`config.mk`:
```
export PLATFORM = sky130hd
export DESIGN_NAME = branch_resolve_queue_flat
export DESIGN_NICKNAME = d
export VERILOG_FILES = /design/src/rtl/branch_resolve_queue_if.sv /design/src/rtl/branch_resolve_queue.sv /design/src/flat_wrapper.sv
export SDC_FILE = /design/constraint.sdc
export NUM_CORES = 1
export LEC_CHECK = 0
export ABC_AREA = 0
export CORE_MARGIN = 2
export CORE_UTILIZATION = 28
export DETAILED_ROUTE_END_ITERATION = 12
export PLACE_DENSITY = 0.51
export SLEW_MARGIN = 20
export SYNTH_ARGS = -nofsm -noshare
export SYNTH_HDL_FRONTEND = slang
export SYNTH_SLANG_ARGS = --single-unit
```
`constraint.sdc`:
```
create_clock -name i_clk -period 14.8 [get_ports i_clk]
set_clock_uncertainty 0.15 [all_clocks]
set_input_delay 2.22 -clock i_clk [delete_from_list [all_inputs] [get_ports i_clk]]
set_output_delay 2.22 -clock i_clk [all_outputs]
set_load 0.005 [all_outputs]
```
`src/rtl/branch_resolve_queue_if.sv`:
```
// branch_resolve_queue_if: prediction/resolution/update bundle for the branch resolve queue
// Ports (signals): pred_* push side, res_*/flush_in pop side, upd_*/redirect registered
//   predictor update, count occupancy, mispred_count running mispredict total.
//   master = driver of predictions/resolutions, slave = the queue.
interface branch_resolve_queue_if #(
    parameter int DEPTH = 8,
    parameter int GHR_W = 12
);
    localparam int CW = $clog2(DEPTH) + 1;
    logic             pred_valid;
    logic             pred_ready;
    logic [31:0]      pred_pc;
    logic             pred_taken;
    logic             pred_global;
    logic             pred_local;
    logic [GHR_W-1:0] pred_ghr;
    logic             res_valid;
    logic             res_ready;
    logic             res_taken;
    logic             flush_in;
    logic             upd_valid;
    logic [31:0]      upd_pc;
    logic [GHR_W-1:0] upd_ghr;
    logic             upd_taken;
    logic             upd_mispredict;
    logic             upd_choice_inc;
    logic             upd_choice_dec;
    logic             redirect;
    logic [CW-1:0]    count;
    logic [15:0]      mispred_count;
    modport master (
        output pred_valid, pred_pc, pred_taken, pred_global, pred_local, pred_ghr,
        output res_valid, res_taken, flush_in,
        input  pred_ready, res_ready, upd_valid, upd_pc, upd_ghr, upd_taken,
        input  upd_mispredict, upd_choice_inc, upd_choice_dec, redirect, count, mispred_count
    );
    modport slave (
        input  pred_valid, pred_pc, pred_taken, pred_global, pred_local, pred_ghr,
        input  res_valid, res_taken, flush_in,
        output pred_ready, res_ready, upd_valid, upd_pc, upd_ghr, upd_taken,
        output upd_mispredict, upd_choice_inc, upd_choice_dec, redirect, count, mispred_count
    );
endinterface

```
`src/rtl/branch_resolve_queue.sv`:
```
// branch_resolve_queue: in-flight branch FIFO turning in-order resolutions into predictor updates
// Ports: i_clk clock, i_rst_n async active-low reset,
//   bus (slave modport) carrying prediction push, resolution pop, flush,
//   registered update/redirect outputs, occupancy and mispredict count.
module branch_resolve_queue #(
    parameter int DEPTH = 8,
    parameter int GHR_W = 12
) (
    input logic                   i_clk,
    input logic                   i_rst_n,
    branch_resolve_queue_if.slave bus
);
    localparam int AW = $clog2(DEPTH);
    localparam int CW = AW + 1;
    localparam logic [CW-1:0] FULL = CW'(DEPTH);
    logic [31:0]      r_pc    [DEPTH];
    logic [GHR_W-1:0] r_ghr   [DEPTH];
    logic             r_taken [DEPTH];
    logic             r_glob  [DEPTH];
    logic             r_loc   [DEPTH];
    logic [AW-1:0]    r_head;
    logic [AW-1:0]    r_tail;
    logic [CW-1:0]    r_count;
    logic [15:0]      r_mis_cnt;
    logic             r_upd_valid;
    logic [31:0]      r_upd_pc;
    logic [GHR_W-1:0] r_upd_ghr;
    logic             r_upd_taken;
    logic             r_upd_mis;
    logic             r_upd_inc;
    logic             r_upd_dec;
    logic             r_redirect;
    logic             w_pop;
    logic             w_mis;
    logic             w_push;
    logic             w_g_ok;
    logic             w_l_ok;
    assign w_pop  = bus.res_valid && (r_count != '0) && !bus.flush_in;
    assign w_mis  = w_pop && (r_taken[r_head] != bus.res_taken);
    // a mispredicting pop squashes everything younger, including this cycle's push
    assign w_push = bus.pred_valid && (r_count != FULL) && !bus.flush_in && !w_mis;
    assign w_g_ok = r_glob[r_head] == bus.res_taken;
    assign w_l_ok = r_loc[r_head] == bus.res_taken;
    assign bus.pred_ready     = r_count != FULL;
    assign bus.res_ready      = r_count != '0;
    assign bus.count          = r_count;
    assign bus.mispred_count  = r_mis_cnt;
    assign bus.upd_valid      = r_upd_valid;
    assign bus.upd_pc         = r_upd_pc;
    assign bus.upd_ghr        = r_upd_ghr;
    assign bus.upd_taken      = r_upd_taken;
    assign bus.upd_mispredict = r_upd_mis;
    assign bus.upd_choice_inc = r_upd_inc;
    assign bus.upd_choice_dec = r_upd_dec;
    assign bus.redirect       = r_redirect;
    always_ff @(posedge i_clk) begin
        if (w_push) begin
            r_pc[r_tail]    <= bus.pred_pc;
            r_ghr[r_tail]   <= bus.pred_ghr;
            r_taken[r_tail] <= bus.pred_taken;
            r_glob[r_tail]  <= bus.pred_global;
            r_loc[r_tail]   <= bus.pred_local;
        end
    end
    always_ff @(posedge i_clk or negedge i_rst_n) begin
        if (!i_rst_n) begin
            r_head      <= '0;
            r_tail      <= '0;
            r_count     <= '0;
            r_mis_cnt   <= '0;
            r_upd_valid <= 1'b0;
            r_upd_pc    <= '0;
            r_upd_ghr   <= '0;
            r_upd_taken <= 1'b0;
            r_upd_mis   <= 1'b0;
            r_upd_inc   <= 1'b0;
            r_upd_dec   <= 1'b0;
            r_redirect  <= 1'b0;
        end else begin
            if (bus.flush_in || w_mis) begin
                r_head  <= '0;
                r_tail  <= '0;
                r_count <= '0;
            end else begin
                r_head  <= w_pop ? r_head + 1'b1 : r_head;
                r_tail  <= w_push ? r_tail + 1'b1 : r_tail;
                r_count <= r_count + CW'(w_push) - CW'(w_pop);
            end
            if (w_pop) begin
                r_upd_pc    <= r_pc[r_head];
                r_upd_ghr   <= r_ghr[r_head];
                r_upd_taken <= bus.res_taken;
            end
            r_upd_valid <= w_pop;
            r_upd_mis   <= w_mis;
            r_redirect  <= w_mis;
            r_upd_inc   <= w_pop && w_g_ok && !w_l_ok;
            r_upd_dec   <= w_pop && w_l_ok && !w_g_ok;
            r_mis_cnt   <= r_mis_cnt + 16'(w_mis);
        end
    end
endmodule

```
`src/flat_wrapper.sv`:
```
// flat-port wrapper written by rule: the top's interface ports become plain ports
module branch_resolve_queue_flat 
#(
    parameter int DEPTH = 8,
    parameter int GHR_W = 12
)
  (i_clk, i_rst_n, bus_pred_valid, bus_pred_pc, bus_pred_taken, bus_pred_global, bus_pred_local, bus_pred_ghr, bus_res_valid, bus_res_taken, bus_flush_in, bus_pred_ready, bus_res_ready, bus_upd_valid, bus_upd_pc, bus_upd_ghr, bus_upd_taken, bus_upd_mispredict, bus_upd_choice_inc, bus_upd_choice_dec, bus_redirect, bus_count, bus_mispred_count);
  branch_resolve_queue_if #(.DEPTH(DEPTH), .GHR_W(GHR_W)) bus_i ();
  input logic i_clk;
  input logic i_rst_n;
  input wire logic [$bits(bus_i.pred_valid)-1:0] bus_pred_valid;
  input wire logic [$bits(bus_i.pred_pc)-1:0] bus_pred_pc;
  input wire logic [$bits(bus_i.pred_taken)-1:0] bus_pred_taken;
  input wire logic [$bits(bus_i.pred_global)-1:0] bus_pred_global;
  input wire logic [$bits(bus_i.pred_local)-1:0] bus_pred_local;
  input wire logic [$bits(bus_i.pred_ghr)-1:0] bus_pred_ghr;
  input wire logic [$bits(bus_i.res_valid)-1:0] bus_res_valid;
  input wire logic [$bits(bus_i.res_taken)-1:0] bus_res_taken;
  input wire logic [$bits(bus_i.flush_in)-1:0] bus_flush_in;
  output wire logic [$bits(bus_i.pred_ready)-1:0] bus_pred_ready;
  output wire logic [$bits(bus_i.res_ready)-1:0] bus_res_ready;
  output wire logic [$bits(bus_i.upd_valid)-1:0] bus_upd_valid;
  output wire logic [$bits(bus_i.upd_pc)-1:0] bus_upd_pc;
  output wire logic [$bits(bus_i.upd_ghr)-1:0] bus_upd_ghr;
  output wire logic [$bits(bus_i.upd_taken)-1:0] bus_upd_taken;
  output wire logic [$bits(bus_i.upd_mispredict)-1:0] bus_upd_mispredict;
  output wire logic [$bits(bus_i.upd_choice_inc)-1:0] bus_upd_choice_inc;
  output wire logic [$bits(bus_i.upd_choice_dec)-1:0] bus_upd_choice_dec;
  output wire logic [$bits(bus_i.redirect)-1:0] bus_redirect;
  output wire logic [$bits(bus_i.count)-1:0] bus_count;
  output wire logic [$bits(bus_i.mispred_count)-1:0] bus_mispred_count;
  assign bus_i.pred_valid = bus_pred_valid;
  assign bus_i.pred_pc = bus_pred_pc;
  assign bus_i.pred_taken = bus_pred_taken;
  assign bus_i.pred_global = bus_pred_global;
  assign bus_i.pred_local = bus_pred_local;
  assign bus_i.pred_ghr = bus_pred_ghr;
  assign bus_i.res_valid = bus_res_valid;
  assign bus_i.res_taken = bus_res_taken;
  assign bus_i.flush_in = bus_flush_in;
  assign bus_pred_ready = bus_i.pred_ready;
  assign bus_res_ready = bus_i.res_ready;
  assign bus_upd_valid = bus_i.upd_valid;
  assign bus_upd_pc = bus_i.upd_pc;
  assign bus_upd_ghr = bus_i.upd_ghr;
  assign bus_upd_taken = bus_i.upd_taken;
  assign bus_upd_mispredict = bus_i.upd_mispredict;
  assign bus_upd_choice_inc = bus_i.upd_choice_inc;
  assign bus_upd_choice_dec = bus_i.upd_choice_dec;
  assign bus_redirect = bus_i.redirect;
  assign bus_count = bus_i.count;
  assign bus_mispred_count = bus_i.mispred_count;
  branch_resolve_queue #(.DEPTH(DEPTH), .GHR_W(GHR_W)) u_core (.i_clk(i_clk), .i_rst_n(i_rst_n), .bus(bus_i));
endmodule
```
==> results.sh <==
export IMPL_totalWireLength_mm=36.3
export IMPL_ys_flop_type="edfxtp_1"
export IMPL_path_max_fanout=48
export IMPL_dp_cells=1724
export IMPL_synthArstFlopShare_pct=16.6
export IMPL_max_stage_delay_ps=730
export IMPL_cp_startpoint="bus_flush_in"
export IMPL_ys_seq_area_share_pct=76.7
export IMPL_htreeDepth=2
export IMPL_yosysTopAreaCellShare_pct=65.7
export IMPL_initial_core_util_pct=28.4
export IMPL_synth_area_sq_um=17200
export IMPL_internal_power_mw=2.52
export IMPL_cts_sinks=451
export IMPL_drive_gt1_share_pct=19.4
export IMPL_wl_per_cell_um=19.9
export IMPL_met1_usage_pct=15.4
export IMPL_core_area_sq_um=60500
export IMPL_ff_latch_area_sq_um=13200
export IMPL_syn_mean_instance_area_sq_um=20.3
export IMPL_boundaryPins=125
export IMPL_grt_max_degree=76
export IMPL_fp_dieW_um=252
export IMPL_cp_slowest_cell="clkdlybuf4s50_1"
export IMPL_synth_area_leaders="edfxtp_1 (66%), mux4_2 (12%), dfrtp_1 (11%), mux2i_1 (2.8%), a21oi_1 (1.3%)"
export IMPL_crit_buf_inv=3
export IMPL_cts_buffers=50
export IMPL_regToRegSetupSlack_ps=11160
export IMPL_worst_setup_path_start_kind="input pin"
export IMPL_synth_enable_flop_cells=376
export IMPL_dieArea_sq_um=63300
export IMPL_ant_nets=0
export IMPL_period_share_pct=34.9
export IMPL_grt_first_pass_wirelength_mm=55.8
export IMPL_fillCellCount=5588
export IMPL_setup_viol=0
export IMPL_r2r_end="u_core.bus.upd_pc[27]"
export IMPL_post_cts_buffers=0
export IMPL_final_common_cell="edfxtp_1"
export IMPL_cts_tree="done"
export IMPL_rsz0062_at_grt="false"
export IMPL_switching_power_mw=0.796
export IMPL_required_ps=15160
export IMPL_whs_path_depth=1
export IMPL_antenna_found_initial=5
export IMPL_slew_headroom_pct=32.9
export IMPL_via_per_inst=4.50
export IMPL_synth_net_count=909
export IMPL_p_seq_share_pct=46.4
export IMPL_cts_resized=0
export IMPL_cts_buffer_depth=3
export IMPL_hold_ws_ps=326
export IMPL_holdBufCountCts=0
export IMPL_ys_warn_count=0
export IMPL_route_detailed_drc=0
export IMPL_max_cap_violations=0
export IMPL_grt_met2_usage_pct=19.2
export IMPL_holdPathEnd="u_core.bus.mispred_count[15]"
export IMPL_overflow=0
export IMPL_critPathTopFamily="buffers and inverters"
export IMPL_grt_pass1_vias=8856
export IMPL_drt_iter0_drc=496
export IMPL_multi_input_area_sq_um=3820
export IMPL_clk_latency_ps=580
export IMPL_p_leak_nw=6.68
export IMPL_ys_ff_latch=451
export IMPL_gp_congestion=0.710
export IMPL_switching_share_pct=24.0
export IMPL_clock_power_share_pct=36.5
export IMPL_dr_pass1_iters=4
export IMPL_hold_violations=0
export IMPL_fmax_mhz=194
export IMPL_powerDensity_nw_per_um2=158
export IMPL_period_needed_ps=5160
export IMPL_worst_slack_ps=9640
export IMPL_fin_cells=1820
export IMPL_peakVddDrop_mv=0.0743
export IMPL_postLayoutCoreUtil_pct=34.8
export IMPL_vias=8185
export IMPL_cts_root_buf="clkbuf_16"
export IMPL_dp_hpwl_mm=20.1
export IMPL_final_cell_mix="edfxtp_1 (376), clkdlybuf4s50_1 (123), mux4_2 (92), dfrtp_1 (72), nor2_1 (54)"
export IMPL_use_met3_pct=3.12
export IMPL_slew_violations=0
export IMPL_dp_slack_ps=8980
export IMPL_combPwrFrac_pct=17.1
export IMPL_hold_path_startpoint="u_core.bus.mispred_count[15]"
export IMPL_chipHeight_um=252
export IMPL_reg2reg_depth=5
export IMPL_portBuffers=124
export IMPL_clkSlewWorstSetupHoldPaths_ps=60
export IMPL_r2r_start="u_core.r_head[0]"
export IMPL_worstSetupPathType="in -> reg"
export IMPL_nets=1058
export IMPL_gr_usage_all_layers_pct=11.7
export IMPL_area_growth_pct=22.4
export IMPL_fp_row_count=90
export IMPL_endpoint_kind="register"
export IMPL_tightest_slew_ps=1010
export IMPL_setup_tns_ps=0
export IMPL_synth_top_area_cell="edfxtp_1"
export IMPL_status="completed"
export IMPL_hold_path_class="reg -> reg"
export IMPL_synth_cells=845
export IMPL_cp_cell_sequence="clkdlybuf4s50_1 > nor3b_2 > buf_4 > nand2_1 > mux2i_2 > buf_4 > ha_1 > ha_1 > nand3_1 > or2_2 > nor2_1 > xor2_1"
export IMPL_synthDistinctLibCells=40
export IMPL_worstPathArrival_ps=5520
export IMPL_busiest_layer="met2"
-- synthesized netlist by cell type (all sizes together) (5+ instances only) --
cell type and n:
ha 10, xor2 7, nor4 5, mux2i 49, nor2 54, nand2 15
nor4b 5, a21oi 45, nand3 5, mux4 92, edfxtp 376, buf 20
xnor2 13, nor3b 6, dfrtp 75, clkbuf 24, inv 10, nor3 7
-- worst register-to-register path, cell delays in order, from the launching register on --
cell	delay, ps
dfrtp_4	600
buf_4	820
buf_4	870
mux4_2	610
mux2i_1	330
a21oi_1	130
-- cells by family (layout without fill, tap and decap cells) --
kind of cell | after synthesis | in the layout | synth area share, %
AOI/OAI and AO/OA | 52 | 52 | 1.68
xor gates and xnor gates | 20 | 20 | 1.02
buffers and inverters | 54 | 245 | 1.37
muxes | 143 | 143 | 15.1
adders and majority gates | 11 | 11 | 0.845
DFF | 451 | 451 | 76.7
other | 0 | 2 | 0
and+or+nand+nor | 114 | 114 | 3.34
-- registers in the layout, indices dropped and copies added, names as in the netlist --
register                   count
u_core.bus.upd_taken           1
u_core.bus.upd_choice_dec      1
u_core.bus.count               4
u_core.bus.upd_ghr            12
u_core.bus.mispred_count      16
u_core.r_loc                   8
u_core.r_ghr                  96
u_core.bus.upd_choice_inc      1
u_core.bus.upd_mispredict      1
u_core.r_tail                  3
u_core.bus.upd_valid           1
u_core.r_glob                  8
u_core.r_taken                 8
u_core.bus.upd_pc             32
u_core.r_head                  3
u_core.r_pc                  256
-- final cells by class --
class                   instances  area share, %
diodes                          2         0.0238
clock buffers                  79           6.95
clock inverters                15          0.809
inverters                      10          0.179
multi-input cells             340           18.2
flip-flops and latches        451           62.7
well taps                     782           4.65
repair buffers                141           6.52
-- routing by layer --
layer,vias to the layer above,wire length [um]
li1,3684,-
met1,4278,16000
met2,160,17600
met3,55,2040
met4,8,630
met5,-,49
-- how the worst max path moves through the flow --
stage | end | cells past startpoint
final | u_core.bus.mispred_count[14] | 12
after global routing | u_core.bus.mispred_count[14] | 12
after CTS | u_core.bus.mispred_count[14] | 12
after detailed placement | u_core.bus.mispred_count[14] | 12
after global placement | u_core.bus.mispred_count[14] | 12
after floorplan | u_core.r_ghr[3][0] | 4
-- through the flow --
| stage | area, sq um | total power [mW] |
|---|---|---|
| 2_1_floorplan | 17200 | 1.87 |
| 3_3_place_gp | 19400 | 2.15 |
| 3_5_place_dp | 19400 | 2.15 |
| 4_1_cts | 21000 | 3.39 |
| 5_1_grt | 21000 | 3.49 |
| 6_report | 21000 | 3.32 |
-- power groups by stage --
stage                     clock, mW  combinational (mW)  sequential (mW)
final                          1.21               0.568             1.54
after global routing           1.31               0.628             1.55
after CTS                      1.25               0.587             1.54
after detailed placement          0               0.585             1.57
after global placement            0               0.580             1.57
after floorplan                   0               0.313             1.56
Power figures use the tool's default switching activity.
